File: src/rtl/data_memory_arbiter_pkg.sv
// data_memory_arbiter_pkg: shared widths, burst limit, lock-FSM state encoding and range-check helper.
//   WORD_SIZE       data/address word width
//   DMEM_ADDR_BITS  implemented memory depth = 2**DMEM_ADDR_BITS words
//   DMEM_BURST_MAX  max consecutive B grants under lock while A waits
package data_memory_arbiter_pkg;
    localparam int WORD_SIZE      = 16;
    localparam int DMEM_ADDR_BITS = 10;
    localparam int DMEM_BURST_MAX = 8;
    typedef enum logic {ST_IDLE, ST_LOCK_B} state_t;
    function automatic logic out_of_range(input logic [WORD_SIZE-1:0] addr, input int addr_bits);
        return (addr >> addr_bits) != '0;
    endfunction
endpackage

File: src/rtl/data_memory_arbiter_if.sv
// data_memory_arbiter_if: bundles both requester ports and the data_memory pins.
//   slave  : arbiter view (takes requests and memout, drives acks, read returns, memory pins)
//   master : requesters plus memory view (drives requests and memout)
interface data_memory_arbiter_if import data_memory_arbiter_pkg::*; ();
    logic                 a_req, a_we, a_ack, a_err, a_rvalid;
    logic [WORD_SIZE-1:0] a_addr, a_wdata, a_rdata;
    logic                 b_req, b_we, b_lock, b_ack, b_err, b_rvalid;
    logic [WORD_SIZE-1:0] b_addr, b_wdata, b_rdata;
    logic [WORD_SIZE-1:0] memaddr, memval, memout;
    logic                 memget, memset;
    modport slave (
        input  a_req, a_we, a_addr, a_wdata, b_req, b_we, b_lock, b_addr, b_wdata, memout,
        output a_ack, a_err, a_rvalid, a_rdata, b_ack, b_err, b_rvalid, b_rdata,
        output memaddr, memval, memget, memset
    );
    modport master (
        output a_req, a_we, a_addr, a_wdata, b_req, b_we, b_lock, b_addr, b_wdata, memout,
        input  a_ack, a_err, a_rvalid, a_rdata, b_ack, b_err, b_rvalid, b_rdata,
        input  memaddr, memval, memget, memset
    );
endinterface

File: src/rtl/data_memory_arbiter_rr_arbiter2.sv
// rr_arbiter2: two-way round-robin grant with a registered last-grant pointer.
//   clk, reset        clock, synchronous active-high reset (pointer favours A)
//   a_req, b_req      requests
//   force_b           gives B priority (lock held by B)
//   grant_a, grant_b  combinational one-hot-or-zero grants
module rr_arbiter2 (
    input  logic clk,
    input  logic reset,
    input  logic a_req,
    input  logic b_req,
    input  logic force_b,
    output logic grant_a,
    output logic grant_b
);
    logic last_a;
    // On conflict A loses only if B is forced or A won last time.
    assign grant_a = a_req && !(b_req && (force_b || last_a));
    assign grant_b = b_req && !grant_a;
    always_ff @(posedge clk) begin
        if (reset) last_a <= 1'b0;
        else if (grant_a) last_a <= 1'b1;
        else if (grant_b) last_a <= 1'b0;
    end
endmodule

File: src/rtl/data_memory_arbiter.sv
// data_memory_arbiter: shares the single-port data memory between requester A and B with
// round-robin grant, bounded B burst lock, range checking and owner-tagged read return.
//   clk, reset  clock, synchronous active-high reset
//   bus         data_memory_arbiter_if.slave (A/B request ports and data_memory pins)
module data_memory_arbiter import data_memory_arbiter_pkg::*; #(
    parameter int ADDR_BITS = DMEM_ADDR_BITS,
    parameter int BURST_MAX = DMEM_BURST_MAX
) (
    input  logic                        clk,
    input  logic                        reset,
    data_memory_arbiter_if.slave        bus
);
    localparam int CW = $clog2(BURST_MAX + 1);
    state_t        state;
    logic [CW-1:0] burst_cnt;
    logic          grant_a, grant_b, err_a, err_b, sel_err, last_cnt;
    logic          rd_a, rd_b, rd_err;
    rr_arbiter2 u_rr (
        .clk     (clk),
        .reset   (reset),
        .a_req   (bus.a_req),
        .b_req   (bus.b_req),
        .force_b (state == ST_LOCK_B),
        .grant_a (grant_a),
        .grant_b (grant_b)
    );
    assign err_a    = out_of_range(bus.a_addr, ADDR_BITS);
    assign err_b    = out_of_range(bus.b_addr, ADDR_BITS);
    assign sel_err  = grant_a ? err_a : grant_b && err_b;
    assign last_cnt = burst_cnt >= CW'(BURST_MAX - 1);
    assign bus.a_ack   = grant_a;
    assign bus.b_ack   = grant_b;
    assign bus.a_err   = grant_a && err_a;
    assign bus.b_err   = grant_b && err_b;
    assign bus.memaddr = grant_a ? bus.a_addr  : grant_b ? bus.b_addr  : '0;
    assign bus.memval  = grant_a ? bus.a_wdata : grant_b ? bus.b_wdata : '0;
    assign bus.memset  = grant_a ? bus.a_we && !err_a  : grant_b && bus.b_we && !err_b;
    assign bus.memget  = grant_a ? !bus.a_we && !err_a : grant_b && !bus.b_we && !err_b;
    // Read return: memout arrives one cycle after memget, routed to the tagged owner only.
    assign bus.a_rvalid = rd_a;
    assign bus.b_rvalid = rd_b;
    assign bus.a_rdata  = (rd_a && !rd_err) ? bus.memout : '0;
    assign bus.b_rdata  = (rd_b && !rd_err) ? bus.memout : '0;
    always_ff @(posedge clk) begin
        if (reset) begin
            state     <= ST_IDLE;
            burst_cnt <= '0;
            rd_a      <= 1'b0;
            rd_b      <= 1'b0;
            rd_err    <= 1'b0;
        end else begin
            rd_a   <= grant_a && !bus.a_we;
            rd_b   <= grant_b && !bus.b_we;
            rd_err <= sel_err;
            case (state)
                // The entering grant counts as the first B grant of the burst.
                ST_IDLE: if (grant_b && bus.b_lock && !(bus.a_req && BURST_MAX == 1)) begin
                    state     <= ST_LOCK_B;
                    burst_cnt <= CW'(1);
                end
                // The limit cycle still grants B; A wins next cycle via the round-robin pointer.
                default: if (!bus.b_req || !bus.b_lock || (bus.a_req && last_cnt)) begin
                    state     <= ST_IDLE;
                    burst_cnt <= '0;
                end else if (!last_cnt) begin
                    burst_cnt <= burst_cnt + CW'(1);
                end
            endcase
        end
    end
endmodule

File: src/flat_wrapper.sv
// flat-port wrapper written by rule: the top's interface ports become plain ports
module data_memory_arbiter_flat import data_memory_arbiter_pkg::*;
#(
    parameter int ADDR_BITS = DMEM_ADDR_BITS,
    parameter int BURST_MAX = DMEM_BURST_MAX
)
  (clk, reset, bus_a_req, bus_a_we, bus_a_addr, bus_a_wdata, bus_b_req, bus_b_we, bus_b_lock, bus_b_addr, bus_b_wdata, bus_memout, bus_a_ack, bus_a_err, bus_a_rvalid, bus_a_rdata, bus_b_ack, bus_b_err, bus_b_rvalid, bus_b_rdata, bus_memaddr, bus_memval, bus_memget, bus_memset);
  data_memory_arbiter_if bus_i ();
  input  logic clk;
  input  logic reset;
  input wire logic [$bits(bus_i.a_req)-1:0] bus_a_req;
  input wire logic [$bits(bus_i.a_we)-1:0] bus_a_we;
  input wire logic [$bits(bus_i.a_addr)-1:0] bus_a_addr;
  input wire logic [$bits(bus_i.a_wdata)-1:0] bus_a_wdata;
  input wire logic [$bits(bus_i.b_req)-1:0] bus_b_req;
  input wire logic [$bits(bus_i.b_we)-1:0] bus_b_we;
  input wire logic [$bits(bus_i.b_lock)-1:0] bus_b_lock;
  input wire logic [$bits(bus_i.b_addr)-1:0] bus_b_addr;
  input wire logic [$bits(bus_i.b_wdata)-1:0] bus_b_wdata;
  input wire logic [$bits(bus_i.memout)-1:0] bus_memout;
  output wire logic [$bits(bus_i.a_ack)-1:0] bus_a_ack;
  output wire logic [$bits(bus_i.a_err)-1:0] bus_a_err;
  output wire logic [$bits(bus_i.a_rvalid)-1:0] bus_a_rvalid;
  output wire logic [$bits(bus_i.a_rdata)-1:0] bus_a_rdata;
  output wire logic [$bits(bus_i.b_ack)-1:0] bus_b_ack;
  output wire logic [$bits(bus_i.b_err)-1:0] bus_b_err;
  output wire logic [$bits(bus_i.b_rvalid)-1:0] bus_b_rvalid;
  output wire logic [$bits(bus_i.b_rdata)-1:0] bus_b_rdata;
  output wire logic [$bits(bus_i.memaddr)-1:0] bus_memaddr;
  output wire logic [$bits(bus_i.memval)-1:0] bus_memval;
  output wire logic [$bits(bus_i.memget)-1:0] bus_memget;
  output wire logic [$bits(bus_i.memset)-1:0] bus_memset;
  assign bus_i.a_req = bus_a_req;
  assign bus_i.a_we = bus_a_we;
  assign bus_i.a_addr = bus_a_addr;
  assign bus_i.a_wdata = bus_a_wdata;
  assign bus_i.b_req = bus_b_req;
  assign bus_i.b_we = bus_b_we;
  assign bus_i.b_lock = bus_b_lock;
  assign bus_i.b_addr = bus_b_addr;
  assign bus_i.b_wdata = bus_b_wdata;
  assign bus_i.memout = bus_memout;
  assign bus_a_ack = bus_i.a_ack;
  assign bus_a_err = bus_i.a_err;
  assign bus_a_rvalid = bus_i.a_rvalid;
  assign bus_a_rdata = bus_i.a_rdata;
  assign bus_b_ack = bus_i.b_ack;
  assign bus_b_err = bus_i.b_err;
  assign bus_b_rvalid = bus_i.b_rvalid;
  assign bus_b_rdata = bus_i.b_rdata;
  assign bus_memaddr = bus_i.memaddr;
  assign bus_memval = bus_i.memval;
  assign bus_memget = bus_i.memget;
  assign bus_memset = bus_i.memset;
  data_memory_arbiter #(.ADDR_BITS(ADDR_BITS), .BURST_MAX(BURST_MAX)) u_core (.clk(clk), .reset(reset), .bus(bus_i));
endmodule
File: config.mk
export PLATFORM = sky130hd
export DESIGN_NAME = data_memory_arbiter_flat
export DESIGN_NICKNAME = d
export VERILOG_FILES = /design/src/rtl/data_memory_arbiter_pkg.sv /design/src/rtl/data_memory_arbiter_if.sv /design/src/rtl/data_memory_arbiter_rr_arbiter2.sv /design/src/rtl/data_memory_arbiter.sv /design/src/flat_wrapper.sv
export SDC_FILE = /design/constraint.sdc
export NUM_CORES = 1
export LEC_CHECK = 0
export ABC_AREA = 1
export BUFFER_PORTS_ARGS = -buffer_cell sky130_fd_sc_hd__buf_2
export CAP_MARGIN = 20
export CORE_MARGIN = 4
export CORE_UTILIZATION = 32
export CTS_CLUSTER_DIAMETER = 120
export DETAILED_ROUTE_END_ITERATION = 10
export PLACE_DENSITY = 0.84
export SLEW_MARGIN = 20
export SYNTH_ARGS = -nofsm -noshare
export SYNTH_HDL_FRONTEND = slang
export SYNTH_SLANG_ARGS = --single-unit
File: constraint.sdc
create_clock -name clk -period 4.34 [get_ports clk]
set_clock_uncertainty 0.2 [all_clocks]
set_input_delay 0.868 -clock clk [delete_from_list [all_inputs] [get_ports clk]]
set_output_delay 0.868 -clock clk [all_outputs]
set_load 0.02 [all_outputs]
==> results of run 1 <==
[logic make-up (layout without fill, tap and decap cells)]
family / count (synthesis) / count (layout)
buffers and inverters: 40 / 194
AOI/OAI and AO/OA: 41 / 41
DFF: 9 / 9
and+or+nand+nor: 91 / 91
adders and majority gates: 1 / 1
xor gates and xnor gates: 1 / 1
[placed cells by master (no fill, tap or decap)]
cell type	instances
nor2_2	1
o21ai_0	7
o21a_1	1
clkbuf_1	1
xor2_1	1
nor2_4	1
a22o_1	26
o21ai_1	1
dfxtp_1	9
nand2_2	2
o21ai_2	1
or2_2	2
nand4_1	1
buf_2	158
nand3_1	9
clkbuf_4	3
inv_2	1
ha_1	1
inv_1	31
nor2_1	44
nand2_1	30
a21oi_1	5
nor3_1	1
[critical path, delay by kind of cell]
| kind | cells | cell delay, ns |
|---|---|---|
| buf+inv | 3 | 0.36 |
| compound gates | 1 | 0.28 |
| simple gates | 2 | 0.58 |
[flip-flops by register name, summed over array words and instances (netlist names)]
name	cells
u_core.burst_cnt	4
u_core.bus.a_rvalid	1
u_core.bus.b_rvalid	1
u_core.rd_err	1
u_core.state	1
u_core.u_rr.last_a	1
[final cells by class]
cell class,instances,area share (%)
clock buffers,4,1.40
inverters,32,6.39
multi-input cells,134,37.6
flip-flops and latches,9,9.59
well taps,44,2.93
repair buffers,158,42.1
[synth_stat cells]
cell type,n
a21oi_1,5
a22o_1,26
buf_4,1
buf_6,5
clkbuf_1,2
dfxtp_1,9
ha_1,1
inv_1,31
inv_2,1
nand2_1,30
nand2_2,2
nand3_1,9
nand4_1,1
nor2_1,44
nor2_2,1
nor2_4,1
nor3_1,1
o21a_1,1
o21ai_0,7
o21ai_1,1
o21ai_2,1
or2_2,2
xor2_1,1
[metrics by stage]
stage	instances	utilization, %	power [mW]	hold slack, ns	instance area, µm²
floorplan	183	-	0.213	0.259	1080
finish	381	60.1	0.355	0.320	1880
global route	381	60.1	0.380	0.337	1880
detailed placement	377	59.2	0.293	0.292	1850
CTS	381	60.1	0.358	0.321	1880
global placement	377	59.2	0.291	0.280	1850
[worst max-delay path by stage]
stage | startpoint | to | depth (start not counted)
after detailed placement | bus_b_req | bus_b_err | 8
after global routing | bus_b_req | bus_b_err | 8
after CTS | bus_b_req | bus_b_err | 8
after floorplan | bus_b_req | bus_memget | 4
final | bus_b_req | bus_memaddr[6] | 6
after global placement | bus_b_req | bus_b_err | 8
[per-layer routing]
metal	wire, µm	share of wire (%)	GRT usage [%]
met1	1890	38	25.3
met2	2500	50	41.1
met5	0	0	0
met4	172	3.4	8.12
met3	472	9.4	4.08
[report_power, final]
group          switching, mW  internal, mW  total (mW)
combinational          0.120        0.0809       0.201
clock                 0.0285        0.0354      0.0639
sequential           0.00321        0.0868      0.0900
==> reports/metrics.csv, run 1 <==
stage;metric;value;unit
outcome;outcome;completed;
placed_design;Port Buffer Count;158;
cts;clk_lat worst skew;0.26;ns
yosys;main area contributors after synthesis;a22o_1, dfxtp_1, nor2_1;
yosys;Synth top area share;21.1;%
yosys;Synthesized Nets;271;
grt;vias in the first global route;1642;
setup_path;worst path required time;3.27;ns
yosys;Mapped Cells;183;
cts;CTS Buf Count;3;
floorplan;row count;20;
grt;largest net degree at the start of global routing;34;
yosys;Seq/Total Area, Yosys;16.7;%
routing;drt wl/cell;13.2;µm
cts;Worst-path clk slew;0.06;ns
yosys;largest family of logic cells by synthesized area;simple AND/OR/NAND/NOR gates;
cts;CTS H-Tree Depth;1;
yosys;post-synthesis compound-gate area fraction;28.7;%
cts;Post-CTS Setup Repair Bufs;0;
placed_design;setup slack after placement;1.19;ns
timing;final worst setup slack;1.17;ns
setup_path;crit-path cells;buf_2 -> inv_1 -> nor2_2 -> nor2_4 -> a22o_1 -> buf_2;
setup_path;CP Launch Type;input port;
grt;GR Util All Layers;22.3;%
routing;Vias;1774;
layout;ANT cells;0;
setup_path;CP peak stage delay;0.53;ns
pwr;P per Cell Area;189;nW/µm²
cts;clk buf depth;2;
timing;Worst-Margin Slew;0.680;ns
yosys;syn_area_per_cell;5.89;µm²
cts;CTS sink cnt;9;
yosys;Simple-Gate Fraction of Synth Area;34.9;%
timing;Final setup viols;0;
yosys;Synth warnings;0;
cts;CTS tree;built;
setup_path;Max Fanout on Critical Path;33;
min_path;worst hold path class;reg -> reg;
min_path;hold path startpoint;u_core.burst_cnt[1]$_SDFFE_PP0P_;
cts;Root Driver;clkbuf_4;
timing;post-route setup TNS;0;ns
yosys;Synth Register Bits;9;
setup_path;FF-to-FF path depth;6;
setup_path;FF-to-FF Start;u_core.state$_SDFF_PP0_;
floorplan;Die Height;66.1;µm
floorplan;Total Die Area;4360;µm²
timing;Slew Viols, Final;0;
floorplan;top-level port count;159;
setup_path;cell mode on critical path;buf_2;
cts;hold buffer count at CTS;0;
routing;initial DRC count;90;
layout;P&R area growth vs syn;74.2;%
yosys;post-synth top area cell;a22o_1;
routing;DR vias/cell;4.66;
timing;Rel. slew slack;54.5;%
pwr;leakage;1.26;nW
layout;nets;426;
yosys;cell area after synthesis;1080;µm²
placed_design;DP HPWL;4350;µm
setup_path;setup slack, reg-to-reg;2.57;ns
layout;multi-input logic area;707;µm²
setup_path;Worst Setup Path Type;in -> out;
layout;total area of sequential cells;180;µm²
placed_design;routability congestion estimate;0.983;
routing;DRT antenna net count;0;
floorplan;die width;66.1;µm
floorplan;Initial Util;34.5;%
flow_run;max_cap viols;0;
min_path;Worst Hold Path Cells;2;
routing;DRT Pass-1 Iters;6;
timing;RSZ-0062 raised after global routing;false;
yosys;post-synth cell types;23;
cts;post_cts resized;0;
setup_path;worst reg2reg endpoint;u_core.rd_err$_SDFF_PP0_;
floorplan;Core ar.;3130;µm²
yosys;post-synthesis xor/xnor area fraction;0.812;%
setup_path;CP Data Arrival Time;2.10;ns
timing;Fin. Hold Viols;0;
setup_path;Slowest cell on crit path;nor2_4;
timing;maximum clock frequency;0.316;GHz
grt;antenna violations before repair;0;
grt;grt total ovfl;0;
timing;minimum clock period;3.17;ns
routing;Remaining DRCs;0;
layout;number of filler cells placed in the layout;307;
timing;Final Cycle Share;73.0;%
setup_path;critical path endpoint category;primary output;
pwr;Max IR drop VDD;0.000164;V
yosys;mux cell area share after synthesis;0;%
yosys;post-synthesis adder-cell area fraction;1.16;%
layout;share of cells above drive strength 1;50.1;%
grt;first-pass GRT wire length;7630;µm
min_path;Hold Path Sink;u_core.burst_cnt[1]$_SDFFE_PP0P_;
routing;final wirelength;5040;µm
No activity file was read; power rests on OpenSTA's default activity.
==> run 2, diff against run 1 <==
--- a/config.mk
+++ b/config.mk
@@ -5,14 +5,14 @@
 export SDC_FILE = /design/constraint.sdc
 export NUM_CORES = 1
 export LEC_CHECK = 0
-export ABC_AREA = 1
+export ABC_AREA = 0
 export BUFFER_PORTS_ARGS = -buffer_cell sky130_fd_sc_hd__buf_2
 export CAP_MARGIN = 20
 export CORE_MARGIN = 4
 export CORE_UTILIZATION = 32
 export CTS_CLUSTER_DIAMETER = 120
 export DETAILED_ROUTE_END_ITERATION = 10
-export PLACE_DENSITY = 0.84
+export PLACE_DENSITY = 0.8
 export SLEW_MARGIN = 20
 export SYNTH_ARGS = -nofsm -noshare
 export SYNTH_HDL_FRONTEND = slang
==> constraint.sdc (replaced) <==
create_clock -name clk -period 3.1 [get_ports clk]
set_clock_uncertainty 0.2 [all_clocks]
set_input_delay 0.62 -clock clk [delete_from_list [all_inputs] [get_ports clk]]
set_output_delay 0.62 -clock clk [all_outputs]
set_load 0.02 [all_outputs]
==> run 2 against run 1 <==
  * Die area is 10% higher
  * Core utilization is 0.92 points lower
  * Synthesized cell count is 14% higher
  * Sequential share of layout area is 0.81 points lower
  * Critical endpoint is now bus_memget
  * Largest power group unchanged
==> reports/metrics.csv, run 2 <==
stage;metric;value;unit
layout;Most flops, register;u_core.burst_cnt;
yosys;Seq/Total Area, Yosys;15.0;%
routing;Remaining DRCs;0;
layout;multi-input logic area;933;µm²
pwr;logic gate share of total power;51.4;%
floorplan;die width;69.3;µm
yosys;syn_area_per_cell;5.77;µm²
placed_design;Port Buffer Count;158;
yosys;Synth Register Bits;9;
yosys;ys async rst share;0;%
pwr;P per Cell Area;263;nW/µm²
setup_path;setup slack, reg-to-reg;1.46;ns
floorplan;row count;21;
outcome;outcome;completed;
pwr;clock power share;25.5;%
placed_design;setup slack after placement;0.331;ns
grt;grt total ovfl;0;
yosys;post-synth cell types;30;
placed_design;dpl cells;400;
routing;DRT Pass-1 Iters;4;
layout;number of flip-flops in the largest register;4;
floorplan;top-level port count;159;
setup_path;critical path endpoint category;primary output;
cts;CTS tree;built;
timing;Fin Hold WS;0.306;ns
pwr;Pint;0.320;mW
yosys;largest family of logic cells by synthesized area;simple AND/OR/NAND/NOR gates;
cts;Post-CTS Setup Repair Bufs;0;
routing;final wirelength;5110;µm
floorplan;Total Die Area;4800;µm²
grt;vias in the first global route;1877;
setup_path;FF-to-FF path depth;5;
timing;Fin. Hold Viols;0;
setup_path;Worst Setup Path Type;in -> out;
layout;nets;447;
grt;largest net degree at the start of global routing;40;
cts;Worst-path clk slew;0.04;ns
timing;minimum clock period;2.77;ns
cts;clk_lat worst skew;0.23;ns
pwr;leakage;1.29;nW
yosys;post-synth top area cell;nand2_1;
yosys;main area contributors after synthesis;nand2_1, and2_1, dfxtp_1;
cts;CTS H-Tree Depth;1;
routing;DR vias/cell;4.78;
cts;post_cts resized;0;
yosys;post-synthesis adder-cell area fraction;1.04;%
setup_path;CP Data Arrival Time;1.95;ns
grt;first-pass GRT wire length;8210;µm
yosys;post-synthesis compound-gate area fraction;12.8;%
yosys;number of flops mapped to enable cells by yosys;0;
yosys;cell area after synthesis;1200;µm²
yosys;mux cell area share after synthesis;0;%
timing;Final Cycle Share;89.2;%
grt;GR Util All Layers;20.2;%
pwr;sw frac;40.9;%
timing;maximum clock frequency;0.362;GHz
timing;final worst setup slack;0.335;ns
timing;Rel. slew slack;50.6;%
min_path;hold path startpoint;u_core.burst_cnt[1]$_SDFFE_PP0P_;
grt;antenna violations before repair;0;
yosys;post-synthesis xor/xnor area fraction;0;%
yosys;Post-synth top cells;nand2_1, and2_1, nand3_1, o21ai_0, dfxtp_1;
cts;CTS sink cnt;9;
placed_design;routability congestion estimate;0.964;
routing;DRT antenna net count;0;
yosys;Simple-Gate Fraction of Synth Area;63.9;%
yosys;Synth top area share;22.2;%
setup_path;Max Fanout on Critical Path;2;
layout;number of filler cells placed in the layout;335;
routing;Vias;1931;
cts;CTS Buf Count;3;
placed_design;DP HPWL;4250;µm
layout;fin cells;404;
timing;post-route setup TNS;0;ns
min_path;Worst Hold Path Cells;2;
cts;hold buffer count at CTS;0;
layout;share of cells above drive strength 1;47.5;%
yosys;Synth warnings;0;
timing;Slew Viols, Final;0;
layout;most common cell after layout, fill and taps aside;buf_2;
cts;Root Driver;clkbuf_8;
yosys;Top FF cell, synth;dfxtp_1;
routing;drt wl/cell;12.6;µm
yosys;most common cell in the netlist;nand2_1;
layout;most frequent cells in the layout;buf_2, nand2_1, and2_1;
yosys;Mapped Cells;208;
setup_path;worst reg2reg endpoint;u_core.rd_err$_SDFF_PP0_;
layout;total area of sequential cells;180;µm²
min_path;worst hold path class;reg -> reg;
floorplan;Die Height;69.3;µm
layout;P&R area growth vs syn;70.8;%
pwr;net switching power;0.221;mW
timing;Worst-Margin Slew;0.740;ns
pwr;Flop pwr share;23.2;%
yosys;Synthesized Nets;296;
flow_run;max_cap viols;0;
setup_path;worst path required time;2.28;ns
layout;ANT cells;0;
routing;initial DRC count;40;
min_path;Hold Path Sink;u_core.burst_cnt[3]$_SDFFE_PP0P_;
pwr;Max IR drop VDD;0.000198;V
setup_path;FF-to-FF Start;u_core.state$_SDFF_PP0_;
setup_path;CP Launch Type;input port;
timing;RSZ-0062 raised after global routing;false;
floorplan;Initial Util;34.6;%
cts;clk buf depth;2;
timing;Final setup viols;0;
floorplan;Core ar.;3470;µm²
run 2: cell count changes after synthesis, moves of 3 or more:
| cell | delta |
|---|---|
| buf_6 | -5 |
| buf_2 | +7 |
| nor3_1 | +5 |
| nand2_1 | +41 |
| inv_1 | -27 |
| nand2b_1 | +3 |
| nor2_1 | -40 |
| nand3_1 | +19 |
| o21ai_0 | +5 |
| clkbuf_1 | +6 |
| and2_1 | +32 |
| a21oi_1 | -3 |
| a22o_1 | -26 |
run 2: cell type report:
class,count,area share (%)
multi-input cells,179,45.5
repair buffers,162,40.0
flip-flops and latches,9,8.78
well taps,46,2.80
clock buffers,4,2.20
inverters,4,0.732
run 2: cells by family after synthesis:
| logic type | count (synthesis) |
|---|---|
| flip-flops | 9 |
| AND/OR/NAND/NOR | 154 |
| buffers and inverters | 20 |
| AO/OA/AOI/OAI | 24 |
| adder cells (fa/ha/maj) | 1 |
run 2: stage by stage:
stage	total power, mW	cell area [µm²]	utilization, %
global placement	0.403	2010	57.9
floorplan	0.284	1200	-
global route	0.581	2050	59.2
detailed placement	0.406	2010	57.9
finish	0.540	2050	59.2
CTS	0.547	2050	59.2
run 2: worst max-delay path, cell delays in order:
cell and delay [ns]:
buf_2 0.11, or4_4 0.54, nor3_2 0.17, nand2_1 0.11, o32ai_2 0.20, buf_2 0.20
run 2: power by group through the flow:
stage	sequential, mW	clock (mW)	combinational, mW
after floorplan	0.127	0	0.157
after global placement	0.127	0	0.276
after detailed placement	0.127	0	0.279
after CTS	0.125	0.142	0.280
after global routing	0.126	0.150	0.306
final	0.125	0.138	0.278
run 2: metal layers:
layer | wire [µm] | GRT usage (%) | share of wire, %
met1 | 1800 | 20.3 | 35
met2 | 2640 | 39.7 | 52
met3 | 549 | 5.22 | 11
met4 | 111 | 6.29 | 2.2
met5 | 0 | 0 | 0
run 2: how the worst max path moves through the flow:
stage                     slack (ns)         end      startpoint
after floorplan                 0.54  bus_memget  bus_b_addr[12]
after global placement          0.37  bus_memget  bus_b_addr[12]
after detailed placement        0.33  bus_memget  bus_b_addr[12]
after CTS                       0.33  bus_memget  bus_b_addr[12]
after global routing            0.23  bus_memget  bus_b_addr[12]
final                           0.33  bus_memget  bus_b_addr[12]
==> run 3, diff against run 2 <==
--- a/config.mk
+++ b/config.mk
@@ -8,11 +8,13 @@
 export ABC_AREA = 0
 export BUFFER_PORTS_ARGS = -buffer_cell sky130_fd_sc_hd__buf_2
 export CAP_MARGIN = 20
+export CELL_PAD_IN_SITES_DETAIL_PLACEMENT = 0
+export CELL_PAD_IN_SITES_GLOBAL_PLACEMENT = 2
 export CORE_MARGIN = 4
-export CORE_UTILIZATION = 32
+export CORE_UTILIZATION = 12
 export CTS_CLUSTER_DIAMETER = 120
 export DETAILED_ROUTE_END_ITERATION = 10
-export PLACE_DENSITY = 0.8
+export PLACE_DENSITY = 0.76
 export SLEW_MARGIN = 20
 export SYNTH_ARGS = -nofsm -noshare
 export SYNTH_HDL_FRONTEND = slang
==> run 3 against run 2 <==
  * Via count fell by 1.1%
  * Worst hold slack got worse by 0.0065 ns
  * Critical endpoint unchanged
  * Core utilization decreased by 37 points
  * Largest cell class unchanged
  * Highest routed layer unchanged
==> reports/metrics.csv, run 3 (synthesis gave the netlist of run 2 again) <==
stage;metric;value;unit
outcome;outcome;completed;
pwr;Flop pwr share;23.2;%
layout;fin cells;490;
timing;post-route setup TNS;0;ns
placed_design;dpl cells;486;
cts;Root Driver;clkbuf_8;
grt;vias in the first global route;1887;
min_path;Hold Path Sink;u_core.burst_cnt[1]$_SDFFE_PP0P_;
routing;DRT antenna net count;0;
min_path;Worst Hold Path Cells;2;
routing;Vias;1910;
grt;GR Util All Layers;8.75;%
routing;DR vias/cell;3.90;
timing;Worst-Margin Slew;0.818;ns
pwr;leakage;1.29;nW
floorplan;Initial Util;12.3;%
min_path;worst hold path class;reg -> reg;
pwr;P per Cell Area;251;nW/µm²
floorplan;Die Height;108;µm
grt;grt total ovfl;0;
floorplan;top-level port count;159;
timing;maximum clock frequency;0.362;GHz
layout;nets;446;
grt;met2 GRT Util;16.5;%
timing;Final setup viols;0;
pwr;net switching power;0.222;mW
layout;share of cells above drive strength 1;47.3;%
grt;GR Layer Usage met3;2.57;%
setup_path;CP Launch Type;input port;
cts;CTS tree;built;
timing;Slew Viols, Final;0;
setup_path;worst path required time;2.28;ns
setup_path;FF-to-FF path depth;5;
placed_design;Port Buffer Count;158;
min_path;hold path startpoint;u_core.burst_cnt[1]$_SDFFE_PP0P_;
grt;antenna violations before repair;0;
cts;Post-CTS Setup Repair Bufs;0;
pwr;clock power share;24.9;%
cts;hold buffer count at CTS;0;
timing;RSZ-0062 raised after global routing;false;
layout;most common cell after layout, fill and taps aside;buf_2;
timing;Rel. slew slack;45.4;%
layout;P&R area growth vs syn;80.3;%
setup_path;FF-to-FF Start;u_core.state$_SDFF_PP0_;
cts;CTS sink cnt;9;
timing;Fin. Hold Viols;0;
cts;Worst-path clk slew;0.04;ns
grt;first-pass GRT wire length;8510;µm
routing;initial DRC count;79;
timing;minimum clock period;2.76;ns
pwr;Max IR drop VDD;0.0000647;V
grt;busiest grt layer;met2;
setup_path;critical path endpoint category;primary output;
setup_path;worst reg2reg endpoint;u_core.rd_err$_SDFF_PP0_;
setup_path;Worst Setup Path Type;in -> out;
floorplan;row count;36;
layout;most frequent cells in the layout;buf_2, nand2_1, and2_1;
grt;largest net degree at the start of global routing;40;
routing;final wirelength;5470;µm
pwr;logic gate share of total power;51.9;%
timing;Final Cycle Share;89.0;%
layout;number of flip-flops in the largest register;4;
placed_design;DP HPWL;4530;µm
setup_path;setup slack, reg-to-reg;1.42;ns
cts;clk_lat worst skew;0.23;ns
grt;met1 usage;9.43;%
setup_path;CP Data Arrival Time;1.94;ns
pwr;Pint;0.321;mW
layout;ANT cells;0;
floorplan;Total Die Area;11700;µm²
cts;clk buf depth;2;
floorplan;die width;108;µm
cts;CTS Buf Count;3;
setup_path;Max Fanout on Critical Path;2;
pwr;sw frac;40.9;%
routing;DRT Pass-1 Iters;4;
routing;Remaining DRCs;0;
cts;CTS H-Tree Depth;1;
cts;post_cts resized;0;
placed_design;routability congestion estimate;0.742;
floorplan;Core ar.;9770;µm²
routing;drt wl/cell;11.2;µm
flow_run;max_cap viols;0;
layout;Most flops, register;u_core.burst_cnt;
==> run 3: changes by cell type in the layout (fill, tap and decap cells not counted) <==
cell / change
buf_4: -2
buf_12: +1
==> run 3: power by group through the flow <==
stage	sequential, mW	combinational (mW)	clock, mW
after floorplan	0.127	0.157	0
after global placement	0.128	0.285	0
after detailed placement	0.128	0.286	0
after CTS	0.126	0.286	0.140
after global routing	0.127	0.313	0.149
final	0.126	0.281	0.135
==> run 3: worst max-delay path by stage <==
stage               cells past startpoint            from    endpoint  slack, ns
floorplan                               4  bus_b_addr[12]  bus_memget       0.54
global placement                        6  bus_b_addr[12]  bus_memget       0.34
detailed placement                      6  bus_b_addr[12]  bus_memget       0.29
CTS                                     6  bus_b_addr[12]  bus_memget       0.29
global route                            6  bus_b_addr[12]  bus_memget       0.23
finish                                  6  bus_b_addr[12]  bus_memget       0.34
==> run 3: cell type report <==
class	instances	area, µm²
well taps	133	166
repair buffers	161	826
inverters	4	15.0
flip-flops and latches	9	180
clock buffers	4	45.0
fillers	1145	7610
multi-input cells	179	933
==> run 3: stage by stage <==
step | instance area (µm²) | total power [mW] | hold slack (ns) | worst slack [ns] | utilization (%)
2_1_floorplan | 1200 | 0.284 | 0.269 | 0.540 | -
3_3_place_gp | 2120 | 0.413 | 0.288 | 0.344 | 21.7
3_5_place_dp | 2120 | 0.413 | 0.300 | 0.293 | 21.7
4_1_cts | 2170 | 0.552 | 0.306 | 0.289 | 22.2
5_1_grt | 2170 | 0.588 | 0.335 | 0.231 | 22.2
6_report | 2170 | 0.543 | 0.299 | 0.341 | 22.2
==> run 3: worst max-delay path, cell delays in order <==
cell,delay [ns]
buf_2,0.10
or4_4,0.52
nor3_2,0.16
nand2_1,0.11
o32ai_2,0.22
buf_2,0.20
==> run 3: layer usage <==
metal	share of wire (%)	wire, µm	vias up
met5	0	0	-
met4	0.62	34	0
met3	13	697	2
met2	48	2630	107
met1	39	2110	816
li1	-	-	985
